File: src/rtl/instruction_fetch_unit.sv
// Instruction fetch unit: sequential PC fetch with one outstanding memory request,
// a small FIFO of fetched words toward decode, and redirect with in-flight drop.
module instruction_fetch_unit #(
  parameter logic [63:0] RESET_PC  = 64'h0,
  parameter int          BUF_DEPTH = 2
) (
  input  logic        clk,
  input  logic        reset,
  output logic        imem_req_valid,
  output logic [63:0] imem_req_addr,
  input  logic        imem_req_ready,
  input  logic        imem_rsp_valid,
  input  logic [31:0] imem_rsp_data,
  input  logic        redirect_valid,
  input  logic [63:0] redirect_pc,
  output logic        inst_valid,
  input  logic        inst_ready,
  output logic [31:0] Instruction,
  output logic [63:0] inst_pc,
  output logic [1:0]  fetch_state
);

  localparam int PW = $clog2(BUF_DEPTH);
  localparam int CW = $clog2(BUF_DEPTH + 1);

  typedef enum logic [1:0] {IDLE = 2'd0, REQ = 2'd1, WAIT = 2'd2, DROP = 2'd3} state_t;

  state_t        state;
  logic [63:0]   pc;
  logic [63:0]   tag;
  logic [CW-1:0] count;
  logic [CW-1:0] count_next;
  logic [PW-1:0] rd_ptr;
  logic [PW-1:0] wr_ptr;
  logic [31:0]   buf_data [0:BUF_DEPTH-1];
  logic [63:0]   buf_pc   [0:BUF_DEPTH-1];
  logic          push;
  logic          pop;
  logic          has_room;

  // Handshakes: a transfer happens on a rising edge where valid and ready are both high;
  // a producer holds valid and its payload steady until that edge.
  assign imem_req_valid = (state == REQ);
  assign imem_req_addr  = pc;
  assign fetch_state    = state;

  assign inst_valid  = (count != '0);
  assign Instruction = inst_valid ? buf_data[rd_ptr] : 32'h0;
  assign inst_pc     = inst_valid ? buf_pc[rd_ptr] : 64'h0;

  assign push = (state == WAIT) && imem_rsp_valid;
  assign pop  = inst_valid && inst_ready;

  always_comb begin
    count_next = count;
    if (push && !pop) begin
      count_next = count + 1'b1;
    end else if (!push && pop) begin
      count_next = count - 1'b1;
    end
  end

  // A new request is only issued while a slot is free, so the response always has room.
  assign has_room = (count_next < CW'(BUF_DEPTH));

  function automatic logic [PW-1:0] ptr_inc(input logic [PW-1:0] p);
    return (p == PW'(BUF_DEPTH - 1)) ? '0 : p + 1'b1;
  endfunction

  always_ff @(posedge clk) begin
    if (!reset) begin
      state  <= IDLE;
      pc     <= RESET_PC;
      tag    <= '0;
      count  <= '0;
      rd_ptr <= '0;
      wr_ptr <= '0;
    end else if (redirect_valid) begin
      pc     <= redirect_pc;
      count  <= '0;
      rd_ptr <= '0;
      wr_ptr <= '0;
      // Any request already accepted by memory must have its response swallowed.
      case (state)
        WAIT, DROP: state <= imem_rsp_valid ? REQ : DROP;
        REQ:        state <= imem_req_ready ? DROP : REQ;
        default:    state <= REQ;
      endcase
    end else begin
      if (push) begin
        buf_data[wr_ptr] <= imem_rsp_data;
        buf_pc[wr_ptr]   <= tag;
        wr_ptr           <= ptr_inc(wr_ptr);
      end
      if (pop) begin
        rd_ptr <= ptr_inc(rd_ptr);
      end
      count <= count_next;
      case (state)
        IDLE: begin
          if (count < CW'(BUF_DEPTH)) state <= REQ;
        end
        REQ: begin
          if (imem_req_ready) begin
            state <= WAIT;
            tag   <= pc;
            pc    <= pc + 64'd4;
          end
        end
        WAIT, DROP: begin
          if (imem_rsp_valid) state <= has_room ? REQ : IDLE;
        end
        default: state <= IDLE;
      endcase
    end
  end

endmodule

File: config.mk
export PLATFORM = sky130hd
export DESIGN_NAME = instruction_fetch_unit
export DESIGN_NICKNAME = d
export VERILOG_FILES = /design/src/rtl/instruction_fetch_unit.sv
export SDC_FILE = /design/constraint.sdc
export NUM_CORES = 1
export LEC_CHECK = 0
export ABC_AREA = 1
export BUFFER_PORTS_ARGS = -buffer_cell sky130_fd_sc_hd__buf_2
export CAP_MARGIN = 20
export CORE_UTILIZATION = 50
export DETAILED_ROUTE_END_ITERATION = 12
export PLACE_DENSITY = 0.84
export SLEW_MARGIN = 20
export SYNTH_ARGS = -nofsm -noshare
export SYNTH_HDL_FRONTEND = slang
export SYNTH_SLANG_ARGS = --single-unit
export TNS_END_PERCENT = 5
File: constraint.sdc
create_clock -name clk -period 7.86 [get_ports clk]
set_clock_uncertainty 0.2 [all_clocks]
set_input_delay 0 -clock clk [delete_from_list [all_inputs] [get_ports clk]]
set_output_delay 0 -clock clk [all_outputs]
set_load 0.02 [all_outputs]
==> flow_metrics.tcl <==
set metrics [dict create \
    timing.fmax_mhz 246.7 \
    r2r-start "fetch_state[1]" \
    synthTopCellsByArea "edfxtp_1 (40%), dfxtp_1 (19%), nor2_1 (11%)" \
    regToRegSetupSlack_ns 3.81 \
    layoutNonFillerInstCount 2410 \
    p_int_mw 2.907 \
    hold_path.startpoint "imem_rsp_data[25]" \
    synth_flop_cell "edfxtp_1" \
    hp-class "in -> reg" \
    slew_violations 0 \
    grt_max_degree 98 \
    clock_sinks 327 \
    pwr-share-seq 0.501 \
    required_ns 8.12 \
    critPathArrivalTime_ns 4.31 \
    hold_viol 0 \
    root_buffer "clkbuf_16" \
    vias 13420 \
    synth_edf_count 192 \
    via_per_inst 5.567 \
    hold_end "buf_data[1][25]" \
    drive_gt1_frac 0.1757 \
    drt-total-wl_mm 46.76 \
    dp_hpwl_mm 29.54 \
    yosysMostFrequentCell "nor2_1" \
    yosysSeqAreaShare 0.5932 \
    die_x_um 171.0 \
    wire_per_inst_um 19.40 \
    timing.rr.end "imem_req_addr[19]" \
    final-seq-area_mm2 0.008469 \
    first_pass_iters 5 \
    cap_violations 0 \
    place_congestion 0.9693 \
    leakage_nw 7.278 \
    final_antenna_net_count 0 \
    crit_path_max_fanout 95 \
    syn-cell-area_mm2 0.01428 \
    synth_common_cells "nor2_1 (427), nand2_1 (281), edfxtp_1 (192), o21ai_0 (186), dfxtp_1 (135)" \
    cts-resized-gates 0 \
    worst_slew_pin_slew_ns 1.107 \
    finalPower_mw 3.817 \
    clock_path_buffers 3 \
    clk_pin_slew_worst_paths_ns 0.06 \
    synth.avg_cell_area_um2 8.679 \
    yosysTopAreaCellShare 0.4039 \
    synthDistinctLibCells 40 \
    crit_path_end_kind "flip-flop" \
    powerDensity_mw_per_mm2 209.0 \
    p_sw_mw 0.9100 \
    yosys_warnings 0 \
    status "finished clean" \
    dieArea_mm2 0.02923 \
    initial_core_util 0.5111 \
    min_delay_path_depth 2 \
    grt_overflow 0 \
    multi_input_area_mm2 0.005202 \
    htreeDepth 2 \
    dp.cells 2217 \
    setup_viol 0 \
    drt_iter0_markers 1268 \
    slew_headroom 0.2621 \
    diodes 0 \
    swShare 0.2384 \
    syn-num-nets 1751 \
    first_global_vias 12870 \
    coreArea_mm2 0.02793 \
    n_fill_cell 2163 \
    startpoint_type "flip-flop" \
    ys_async_sr_fraction 0 \
    worstSetupPathType "reg -> reg" \
    nets 2112 \
    grt_pass1_wl_mm 70.32 \
    power.share.clock 0.419 \
    rows 61 \
    synth_seq_cells 327 \
    fin_util 0.6540 \
    die_h_um 171.0 \
    drc 0 \
    synthCells 1645 \
    antenna_found_initial 0 \
    combinationalPowerShare 0.080 \
    ios 266 \
    fin_tns_setup_ns 0 \
    cts_tree "yes" \
    area_growth_pct 27.97 \
    max-vdd-ir-drop_mv 0.1281 \
    synth_top_cell_by_area "edfxtp_1" \
    rr_worst_depth 12 \
    rsz0062_at_grt "false" \
    worstSkewPairLatency_ns 0.52 \
    numPortBuffers 265 \
    period_needed_ns 4.054 \
    cts_buffers 34 \
    post-route-period-util 0.5158 \
    grtUsageTotal 0.3165 \
]
-- final cells by class --
type                       instances  area share
sequential                       327      0.4636
multi-input combinational       1158      0.2848
timing repair buffer             407      0.1489
clock buffer                      48     0.05280
tap                              378     0.02589
inverter                          78     0.01609
clock inverter                    14    0.007945
-- metal layers --
layer,GRT usage,part of all wire,wire (um),up-vias
li1,-,-,-,6284
met2,0.5200,0.47,21790,718
met4,0.1630,0.050,2319,0
met1,0.3935,0.39,18360,6284
met5,0,0,0,-
met3,0.06616,0.092,4289,131
-- state kept, by name, indices dropped and copies added, names as in the netlist, named ones only --
register and flops:
tag 64, fetch_state 2, buf_pc 128, count 2, rd_ptr 1, wr_ptr 1, imem_req_addr 64, buf_data 64
-- critical path, stage by stage, from the launching register on --
cell           delay, ns
dfxtp_1             0.35
inv_2               0.09
nand2_2             0.07
inv_2               0.09
nand2_4             0.17
nor2_8              0.13
buf_4               0.68
inv_2               0.55
nor3_1              0.31
a21oi_1             0.06
dlygate4sd3_1       0.58
a21oi_1             0.11
dlygate4sd3_1       0.57
-- cell families after synthesis --
kind of cell,count (synthesis),share of synthesized area
compound gates,334,0.1275
xor+xnor,1,0.0006136
fa+ha+maj,4,0.003506
buf+inv,160,0.04426
flops,327,0.5932
simple gates,819,0.2309
-- placed cells by master (no fill, tap or decap), types with 5 or more instances in the layout --
cell,count
o21ai_0,186
clkbuf_1,9
dlygate4sd3_1,131
nor2_1,425
nand2_1,281
nand4_1,11
buf_2,265
inv_1,70
dfxtp_1,134
or2_0,5
clkinv_2,8
clkbuf_16,35
o211ai_1,12
nor3_1,17
a211oi_1,13
nand3_1,58
a21oi_1,95
buf_4,11
inv_2,7
o211a_1,5
nor2_4,5
a31oi_1,7
o221ai_1,10
edfxtp_1,192
-- how the worst max path moves through the flow --
stage / start / end / slack (ns) / depth (start not counted)
3_3_place_gp: fetch_state[1] / buf_data[0][0] / 4.80 / 5
5_1_grt: fetch_state[0] / imem_req_addr[19] / 3.54 / 11
6_report: fetch_state[1] / imem_req_addr[19] / 3.81 / 12
4_1_cts: fetch_state[0] / imem_req_addr[19] / 3.87 / 11
3_5_place_dp: fetch_state[0] / imem_req_addr[23] / 4.65 / 9
2_1_floorplan: fetch_state[1] / buf_data[0][0] / 2.17 / 4
-- power by group through the flow --
stage	logic (mW)	registers, mW	clock network, mW
2_1_floorplan	0.120	1.95	0
3_3_place_gp	0.236	1.94	0
3_5_place_dp	0.241	1.95	0
4_1_cts	0.294	1.91	1.61
5_1_grt	0.329	1.92	1.68
6_report	0.306	1.91	1.60
-- repair_timing --
item,CTS,global route
hold buffers,131,0
buffers inserted,0,0
hold endpoints to repair,136,0
-- per-stage QoR --
stage,area (um2),hold WS [ns],setup WS (ns)
2_1_floorplan,14280,-0.1011,2.173
3_3_place_gp,15850,-0.01131,4.801
5_1_grt,18270,0.007376,3.539
3_5_place_dp,15850,-0.004871,4.655
6_report,18270,0.01594,3.806
4_1_cts,18270,0.0001865,3.873
Note: power is estimated with default switching activity, not from simulation.
